===== src/rtl/cpu_bus_pkg.sv =====
`default_nettype none
// cpu_bus_pkg: default M2 timing and bus-cycle phase encoding shared by the CPU bus master.
package cpu_bus_pkg;

  localparam int DEF_TICKS_LOW  = 6;
  localparam int DEF_TICKS_HIGH = 6;

  typedef enum logic [1:0] {
    HOLD    = 2'd0,
    LOW     = 2'd1,
    HIGH    = 2'd2,
    STOPPED = 2'd3
  } phase_t;

  typedef struct packed {
    logic [15:0] addr;
    logic        rw;
    logic [7:0]  wdata;
  } bus_req_t;

endpackage
`default_nettype wire


===== src/rtl/sync_2ff.sv =====
`default_nettype none
// sync_2ff: two-flop synchronizer with a selectable reset level.
module sync_2ff #(
  parameter logic RESET_VAL = 1'b1
) (
  input  logic clk,
  input  logic rst_n,
  input  logic d,
  output logic q
);

  logic meta;

  always_ff @(posedge clk or negedge rst_n) begin
    if (!rst_n) begin
      meta <= RESET_VAL;
      q    <= RESET_VAL;
    end else begin
      meta <= d;
      q    <= meta;
    end
  end

endmodule
`default_nettype wire


===== src/rtl/cpu_bus_master.sv =====
`default_nettype none
// cpu_bus_master: generates M2 bus cycles toward a cartridge and runs one queued host
// request per cycle (one-entry request slot, one-clk response pulse).
module cpu_bus_master
  import cpu_bus_pkg::*;
#(
  parameter int TICKS_LOW  = DEF_TICKS_LOW,
  parameter int TICKS_HIGH = DEF_TICKS_HIGH
) (
  input  logic        clk,
  input  logic        rst_n,
  input  logic        run,
  input  logic        req_valid,
  output logic        req_ready,
  input  logic [15:0] req_addr,
  input  logic        req_rw,
  input  logic [7:0]  req_wdata,
  output logic        rsp_valid,
  output logic [7:0]  rsp_rdata,
  output logic        m2,
  output logic        romsel,
  output logic        cpu_rw,
  output logic [14:0] cpu_addr,
  output logic [7:0]  cpu_data_out,
  output logic        cpu_data_oe,
  input  logic [7:0]  cpu_data_in,
  input  logic        irq,
  output logic        irq_sync
);

  localparam int N  = TICKS_LOW + TICKS_HIGH;
  localparam int CW = $clog2(N);
  localparam logic [CW-1:0] CNT_ONE        = CW'(1);
  localparam logic [CW-1:0] CNT_FIRST_HIGH = CW'(TICKS_LOW);
  localparam logic [CW-1:0] CNT_LAST       = CW'(N - 1);

  phase_t        phase, phase_nxt;
  logic [CW-1:0] cnt, cnt_nxt;
  logic          slot_v, slot_v_nxt;
  bus_req_t      slot, slot_nxt, incoming, new_req;
  logic          act_v, act_v_nxt;
  logic          act_rw, act_rw_nxt;
  logic          act_a15, act_a15_nxt;
  logic [7:0]    act_wd, act_wd_nxt;
  logic          m2_nxt, romsel_nxt, cpu_rw_nxt, oe_nxt, rsp_valid_nxt;
  logic [14:0]   addr_nxt;
  logic [7:0]    dout_nxt, rdata_nxt;
  logic          accept;

  assign req_ready = !slot_v;

  always_comb begin
    phase_nxt     = phase;
    cnt_nxt       = cnt;
    slot_v_nxt    = slot_v;
    slot_nxt      = slot;
    act_v_nxt     = act_v;
    act_rw_nxt    = act_rw;
    act_a15_nxt   = act_a15;
    act_wd_nxt    = act_wd;
    m2_nxt        = m2;
    cpu_rw_nxt    = cpu_rw;
    addr_nxt      = cpu_addr;
    oe_nxt        = cpu_data_oe;
    dout_nxt      = cpu_data_out;
    rsp_valid_nxt = 1'b0;
    rdata_nxt     = rsp_rdata;
    accept        = req_valid && !slot_v;
    incoming      = '{addr: req_addr, rw: req_rw, wdata: req_wdata};
    new_req       = slot_v ? slot : incoming;

    if (accept) begin
      slot_v_nxt = 1'b1;
      slot_nxt   = incoming;
    end

    case (phase)
      HOLD, STOPPED: begin
        if (run) begin
          // Activation edge: a request handshaking right now bypasses the slot.
          phase_nxt  = LOW;
          cnt_nxt    = CNT_ONE;
          slot_v_nxt = 1'b0;
          act_v_nxt  = slot_v || req_valid;
          if (slot_v || req_valid) begin
            act_rw_nxt  = new_req.rw;
            act_a15_nxt = new_req.addr[15];
            act_wd_nxt  = new_req.wdata;
            addr_nxt    = new_req.addr[14:0];
            cpu_rw_nxt  = new_req.rw;
            oe_nxt      = cpu_data_oe && !new_req.rw;
          end else begin
            cpu_rw_nxt = 1'b1;
            oe_nxt     = 1'b0;
          end
        end else begin
          phase_nxt  = STOPPED;
          act_v_nxt  = 1'b0;
          cpu_rw_nxt = 1'b1;
          oe_nxt     = 1'b0;
        end
      end
      LOW: begin
        cnt_nxt = cnt + CNT_ONE;
        if (cnt_nxt == CNT_FIRST_HIGH) begin
          phase_nxt = HIGH;
          m2_nxt    = 1'b1;
          if (act_v && !act_rw) begin
            oe_nxt   = 1'b1;
            dout_nxt = act_wd;
          end
        end
      end
      HIGH: begin
        if (cnt == CNT_LAST) begin
          cnt_nxt       = '0;
          phase_nxt     = HOLD;
          m2_nxt        = 1'b0;
          rsp_valid_nxt = act_v;
          if (act_v) begin
            rdata_nxt = act_rw ? cpu_data_in : 8'h00;
          end
        end else begin
          cnt_nxt = cnt + CNT_ONE;
        end
      end
      default: begin
        phase_nxt = STOPPED;
        cnt_nxt   = '0;
      end
    endcase

    romsel_nxt = !(m2_nxt && act_v_nxt && act_a15_nxt);
  end

  always_ff @(posedge clk or negedge rst_n) begin
    if (!rst_n) begin
      phase        <= STOPPED;
      cnt          <= '0;
      slot_v       <= 1'b0;
      slot         <= '0;
      act_v        <= 1'b0;
      act_rw       <= 1'b1;
      act_a15      <= 1'b0;
      act_wd       <= 8'h00;
      m2           <= 1'b0;
      romsel       <= 1'b1;
      cpu_rw       <= 1'b1;
      cpu_addr     <= '0;
      cpu_data_out <= 8'h00;
      cpu_data_oe  <= 1'b0;
      rsp_valid    <= 1'b0;
      rsp_rdata    <= 8'h00;
    end else begin
      phase        <= phase_nxt;
      cnt          <= cnt_nxt;
      slot_v       <= slot_v_nxt;
      slot         <= slot_nxt;
      act_v        <= act_v_nxt;
      act_rw       <= act_rw_nxt;
      act_a15      <= act_a15_nxt;
      act_wd       <= act_wd_nxt;
      m2           <= m2_nxt;
      romsel       <= romsel_nxt;
      cpu_rw       <= cpu_rw_nxt;
      cpu_addr     <= addr_nxt;
      cpu_data_out <= dout_nxt;
      cpu_data_oe  <= oe_nxt;
      rsp_valid    <= rsp_valid_nxt;
      rsp_rdata    <= rdata_nxt;
    end
  end

  sync_2ff #(.RESET_VAL(1'b1)) u_irq_sync (
    .clk   (clk),
    .rst_n (rst_n),
    .d     (irq),
    .q     (irq_sync)
  );

endmodule
`default_nettype wire


===== config.mk =====
export PLATFORM = sky130hd
export DESIGN_NAME = cpu_bus_master
export DESIGN_NICKNAME = d
export VERILOG_FILES = /design/src/rtl/cpu_bus_pkg.sv /design/src/rtl/sync_2ff.sv /design/src/rtl/cpu_bus_master.sv
export SDC_FILE = /design/constraint.sdc
export NUM_CORES = 1
export LEC_CHECK = 0
export CAP_MARGIN = 25
export CORE_MARGIN = 2
export CORE_UTILIZATION = 35
export CTS_BUF_LIST = sky130_fd_sc_hd__clkbuf_4
export DETAILED_ROUTE_END_ITERATION = 10
export PLACE_DENSITY_LB_ADDON = 0.05
export SKIP_LAST_GASP = 1
export SYNTH_ARGS = -nofsm -noshare
export SYNTH_HDL_FRONTEND = slang
export SYNTH_HIERARCHICAL = 1
export SYNTH_SLANG_ARGS = --single-unit

===== constraint.sdc =====
create_clock -name clk -period 1.95 [get_ports clk]
set_input_delay 0.39 -clock clk [delete_from_list [all_inputs] [get_ports clk]]
set_output_delay 0.39 -clock clk [all_outputs]
set_load 0.03 [all_outputs]

Yosys cells after proc, flatten, opt, wreduce, memory -nomap -nowiden

Cells that the tools add are included.

Register bits after elaboration: 81
Bits of input ports: 38

Reduce and logical (&&, ||, !) cells: 18
Add/sub/neg operators: 1
Eq/ne operators: 9
Muxes and demuxes: 29

Operators with widths:

| cell                                                                  | number |
|---|---|
| 25-bit 2-to-1 mux                                                     | 1 |
| 1-bit 2-to-1 mux                                                      | 18 |
| 4-bit one-hot mux with 3 select lines                                 | 1 |
| 3-bit AND reduction                                                   | 4 |
| 4-bit 2-to-1 mux                                                      | 2 |
| 8-bit 2-to-1 mux                                                      | 1 |
| 2-bit != test, second input constant                                  | 4 |
| 2-bit 2-to-1 mux                                                      | 3 |
| 2-bit one-hot mux with 3 select lines                                 | 1 |
| 1-bit logical AND                                                     | 5 |
| 4-bit by 1-bit adder with 4-bit output, second input constant         | 1 |
| 2-bit equality test, second input constant                            | 2 |
| 4-bit by 3-bit equality test with 1-bit output, second input constant | 1 |
| 4-bit equality test, second input constant                            | 1 |
| 1-bit zero test                                                       | 4 |
| 1-bit one-hot mux with 2 select lines                                 | 2 |
| 2-bit by 1-bit equality test with 1-bit output, second input constant | 1 |
| 2-bit zero test                                                       | 1 |
| 2-bit AND reduction                                                   | 1 |
| 2-bit nonzero test                                                    | 1 |
| 2-bit OR reduction                                                    | 1 |
| 1-bit logical OR                                                      | 1 |

Longest topological paths before layout

Depth in word-level cells: 7
Mapped depth: 9
Depth with buffers taken out: 6

By module

The synthesis kept the hierarchy.

By module, submodules not included:

| module         | cells each | area an instance (sq um) | times used |
|---|---|---|---|
| cpu_bus_master | 298        | 3455.8                   | 1 |
| sync_2ff       | 2          | 52.6                     | 1 |

Least setup slack after synthesis

OpenSTA, ideal clock, no wires.

Path type: register -> register
Start point: reg phase[0]
End point: reg cpu_addr[0]
Setup time: 0.083 ns
Period minus slack after synthesis: 1.951 ns
Stages on the path, launching flop included: 10
Data required time: 1.867 ns
Path buffers: 3
Arrival: 1.868 ns
Setup slack: -0.001 ns
Path through: dfstp_2 > inv_1 > ha_1 > buf_2 > and2_1 > o21ai_0 > clkbuf_1 > buf_2 > nand2_1 > o21ai_0

Cells in the longest elaborated chain, start to end: 3
Elaborated cells on any way between the ends: 4

Ends and longest elaborated chain:

| item                                                   | RTL line              | RTL |
|---|---|---|
| from (decl)                                            | cpu_bus_master.sv:37  | `phase_t phase, phase_nxt;` |
| from (signal assigned)                                 | cpu_bus_master.sv:155 | `phase <= phase_nxt;` |
| 2-bit equality test or 2-bit zero test (tied branches) | cpu_bus_master.sv:77  | `case (phase)` |
| 2-bit OR reduction (*)                                 | cpu_bus_master.sv:77  |  |
| 3-bit AND reduction (no line) (*)                      | --                    |  |
| to (signal assigned)                                   | cpu_bus_master.sv:166 | `cpu_addr <= addr_nxt;` |
| to (decl)                                              | cpu_bus_master.sv:23  | `output logic [14:0] cpu_addr,` |

Mark *: on every way between the ends. The rest lies on a longest branch, timed or not.
A chain may end at the register's enable or synchronous reset.

Worst setup path after layout

Start point: reg cnt[0]
End point: reg cpu_data_out[2]

Cells in the longest elaborated chain, start to end: 3

Ends and longest elaborated chain:

| item                                           | RTL line              | RTL |
|---|---|---|
| from (decl)                                    | cpu_bus_master.sv:38  | `logic [CW-1:0] cnt, cnt_nxt;` |
| from (signal assigned)                         | cpu_bus_master.sv:156 | `cnt <= cnt_nxt;` |
| 4-bit by 1-bit adder with 4-bit output         | cpu_bus_master.sv:104 | `cnt_nxt = cnt + CNT_ONE;` |
| 4-bit by 3-bit equality test with 1-bit output | cpu_bus_master.sv:105 | `if (cnt_nxt == CNT_FIRST_HIGH) begin` |
| 3-bit AND reduction (no line)                  | --                    |  |
| to (signal assigned)                           | cpu_bus_master.sv:167 | `cpu_data_out <= dout_nxt;` |
| to (decl)                                      | cpu_bus_master.sv:24  | `output logic [7:0] cpu_data_out,` |

No other way between the ends.

==> flow_metrics.py <==
metrics = {
    "worst_setup_path": {
        "crit_arrival_ns": 2.24,
        "crit_path_max_fanout": 5,
        "startpoint_type": "register",
        "critPathCaptureType": "register",
        "required_ns": 2.26,
        "crit_type": "register to register",
    },
    "sta": {
        "setup_viol": 0,
        "min_period_over_period_pct": 99.00,
        "hold_viol_final": 0,
        "worst_hold_slack_ns": 0.3458,
        "max_freq_mhz": 518.0,
        "maxSlewViolCount": 0,
        "rsz0062_at_grt": "true",
        "timing.final.crit_period_ns": 1.930,
        "clock_skew_ns": 0.02205,
        "relSlewSlack_pct": 70.12,
        "tightest_slew_ns": 0.4482,
    },
    "run": {
        "cap_violations": 0,
    },
    "synthesis": {
        "synth_top_family_by_area": "multiplexers",
        "ys_seq_area_share_pct": 58.02,
        "synth_fa_ha_area_share_pct": 1.427,
        "syn_nets": 342,
        "avgSynthCellArea_um2": 11.69,
        "synth-xor-area-share_pct": 0.2496,
        "ys_types": 37,
        "ys_ff_latch": 81,
        "synth_simple_gate_area_share_pct": 8.951,
        "syn_inst": 300,
        "yosys_warnings": 6,
        "netlist_area_um2": 3508,
        "synth_mux_area_share_pct": 17.76,
        "synth_compound_area_share_pct": 10.09,
    },
    "detailed_routing": {
        "via_per_inst": 4.739,
        "drtIter0Drc": 69,
        "ant_nets": 0,
        "wirelength_mm": 7.514,
        "dr.pass1.iters": 4,
        "drc": 0,
        "vias": 2483,
        "wl_per_cell_um": 14.34,
    },
    "global_routing": {
        "grt-ovfl-total": 0,
        "grt_usage_pct": 14.47,
        "grt_pass1_wl_mm": 12.55,
        "first_global_vias": 2476,
        "grt_max_degree": 82,
        "grt_antenna_before_repair": 0,
    },
    "layout": {
        "multiInputGateArea_um2": 1410,
        "nets": 428,
        "drive_above_1_share_pct": 21.23,
        "n_fill_cell": 918,
        "syn_to_final_growth_pct": 33.88,
        "regArea_um2": 2039,
        "num_antenna_cells": 0,
    },
    "place": {
        "dp_hpwl_mm": 4.980,
        "place.gp.congestion": 0.7926,
        "numPortBuffers": 75,
    },
    "outcome": {
        "status": "completed",
    },
    "floorplan": {
        "die_h_um": 104.1,
        "coreArea_um2": 9774,
        "io_pins": 76,
        "rows": 36,
        "start_util_pct": 35.89,
        "fp.dieW_um": 104.1,
        "dieArea_um2": 10840,
    },
    "cts": {
        "clkLatencyLatePin_ns": 0.43,
        "cts_tree": "yes",
        "cts_root_buf": "clkbuf_4",
        "numCtsBuffers": 9,
        "cts_sinks": 81,
        "path_clk_slew_ns": 0.14,
        "clockBufferDepth": 2,
        "h-tree-depth": 3,
    },
    "worst_hold_path": {
        "hold_class": "primary input to register",
    },
    "power": {
        "p_leak_nw": 2.171,
        "power_density_nw_per_um2": 1398,
        "total_power_mw": 6.568,
        "vdd_ir_drop_max_uv": 690.1,
    },
}
-- final cells by class --
| cell class | count | share of cell area [%] |
|---|---|---|
| clock inverter | 7 | 1.492 |
| timing repair buffer | 91 | 19.21 |
| tap | 133 | 3.543 |
| sequential | 81 | 43.42 |
| clock buffer | 9 | 1.438 |
| inverter | 11 | 0.8791 |
| multi-input combinational | 192 | 30.02 |
-- report_power, final --
part | leakage (nW) | switching [mW] | internal, mW | total [mW]
clock | 0.0676 | 0.600 | 0.389 | 0.989
combinational | 1.14 | 1.53 | 1.31 | 2.84
sequential | 0.964 | 0.404 | 2.33 | 2.74
total | 2.17 | 2.53 | 4.04 | 6.57
-- cell families (layout without fill, tap and decap cells) --
group / after synthesis / count (layout)
flip-flops: 81 / 81
multiplexers: 58 / 58
buffers and inverters: 28 / 118
XOR/XNOR: 1 / 1
adder cells (fa/ha/maj): 4 / 4
AO/OA/AOI/OAI: 59 / 60
AND/OR/NAND/NOR: 69 / 69
-- state kept, by name, indices dropped and copies added (netlist names) --
register / cells
cpu_addr: 15
rsp_valid: 1
slot: 25
slot_v: 1
act_wd: 8
phase: 2
cpu_rw: 1
u_irq_sync/q: 1
cpu_data_out: 8
act_rw: 1
act_a15: 1
act_v: 1
rsp_rdata: 8
u_irq_sync/meta: 1
cnt: 4
m2: 1
cpu_data_oe: 1
romsel: 1
-- final timing paths --
check / depth (start not counted) / end / slack (ns) / from
worst min-delay path: 1 / u_irq_sync/meta / 0.35 / irq
worst max register to register: 5 / cpu_data_out[2] / 0.02 / cnt[0]
worst max-delay path: 5 / cpu_data_out[2] / 0.02 / cnt[0]
min in group asynchronous: 3 / cnt[1] / 0.50 / rst_n
worst min register to register: 0 / u_irq_sync/q / 0.37 / u_irq_sync/meta
max in group asynchronous: 3 / u_irq_sync/meta / 1.07 / rst_n
-- per-layer routing --
| metal | vias to the layer above | GRT usage (%) | wire length [um] |
|---|---|---|---|
| met4 | 0 | 5.019 | 131 |
| met1 | 1195 | 18.32 | 3519 |
| li1 | 1212 | - | - |
| met3 | 13 | 4.637 | 391 |
| met2 | 63 | 23.40 | 3472 |
| met5 | - | 0 | 0 |
-- cells in the mapped netlist, drive strengths merged --
master | count | area [um^2]
xor2 | 1 | 8.760
nand3b | 2 | 15.01
nor3 | 1 | 5.000
and4b | 1 | 10.01
a21o | 1 | 7.510
or2 | 1 | 6.260
nor2 | 9 | 33.78
clkbuf | 5 | 18.77
inv | 11 | 41.29
nor2b | 1 | 6.260
a32oi | 2 | 17.52
mux2 | 34 | 382.9
a31oi | 2 | 12.51
and3 | 1 | 11.26
o31ai | 1 | 7.510
dfstp | 7 | 183.9
nor4b | 2 | 23.77
buf | 12 | 62.56
o2111a | 1 | 11.26
a211oi | 1 | 7.510
o21bai | 1 | 7.510
a21boi | 2 | 15.01
mux2i | 24 | 240.2
ha | 4 | 50.05
o21a | 1 | 7.510
a21oi | 3 | 15.01
nand2 | 46 | 172.7
dfrtp | 74 | 1852
o2111ai | 2 | 35.04
o21ai | 42 | 210.2
nand3 | 1 | 5.000
and2 | 3 | 18.77
nand4 | 1 | 6.260
-- repair_timing --
item | 4_1_cts | 5_1_grt
hold endpoints to repair | 67 | 0
pin swaps | 1 | 2
setup buffers | 0 | 3
gates resized for setup | 7 | 8
setup endpoints to repair | 11 | 13
hold buffers | 1 | 0
gates cloned | 1 | 0
-- critical path, stage by stage, from the launching register on --
cell and delay, ns:
dfrtp_2 0.47, buf_4 0.16, and3_4 0.17, o2111a_2 0.31
o2111ai_4 0.34, mux2_2 0.37
-- metrics by stage --
step | cell area [um^2] | instances | setup TNS (ns) | util [%] | setup WS [ns]
CTS | 4639 | 521 | 0 | 47.47 | 0.006973
finish | 4697 | 524 | 0 | 48.05 | 0.01958
global route | 4697 | 524 | -0.1938 | 48.05 | -0.03763
global placement | 4467 | 503 | 0 | 45.70 | 0.03400
detailed placement | 4467 | 503 | -0.4520 | 45.70 | -0.06701
floorplan | 3510 | 300 | 0 | - | 0.04742
-- layout by cell type (no fill, tap or decap), types with 3 or more instances in the layout --
| master | synthesis | final |
|---|---|---|
| a21oi_1 | 3 | 3 |
| dlygate4sd2_1 | 0 | 3 |
| clkdlybuf4s50_1 | 0 | 65 |
| dfrtp_2 | 0 | 3 |
| inv_1 | 11 | 11 |
| ha_1 | 4 | 3 |
| nor2_1 | 9 | 9 |
| mux2_2 | 34 | 34 |
| buf_4 | 0 | 15 |
| dlymetal6s2s_1 | 0 | 5 |
| mux2i_1 | 24 | 24 |
| dfrtp_1 | 74 | 71 |
| o21ai_0 | 42 | 41 |
| dfstp_2 | 7 | 7 |
| and2_1 | 3 | 3 |
| clkbuf_4 | 0 | 9 |
| nand2_1 | 46 | 46 |
(Power assumes the default switching activity.)
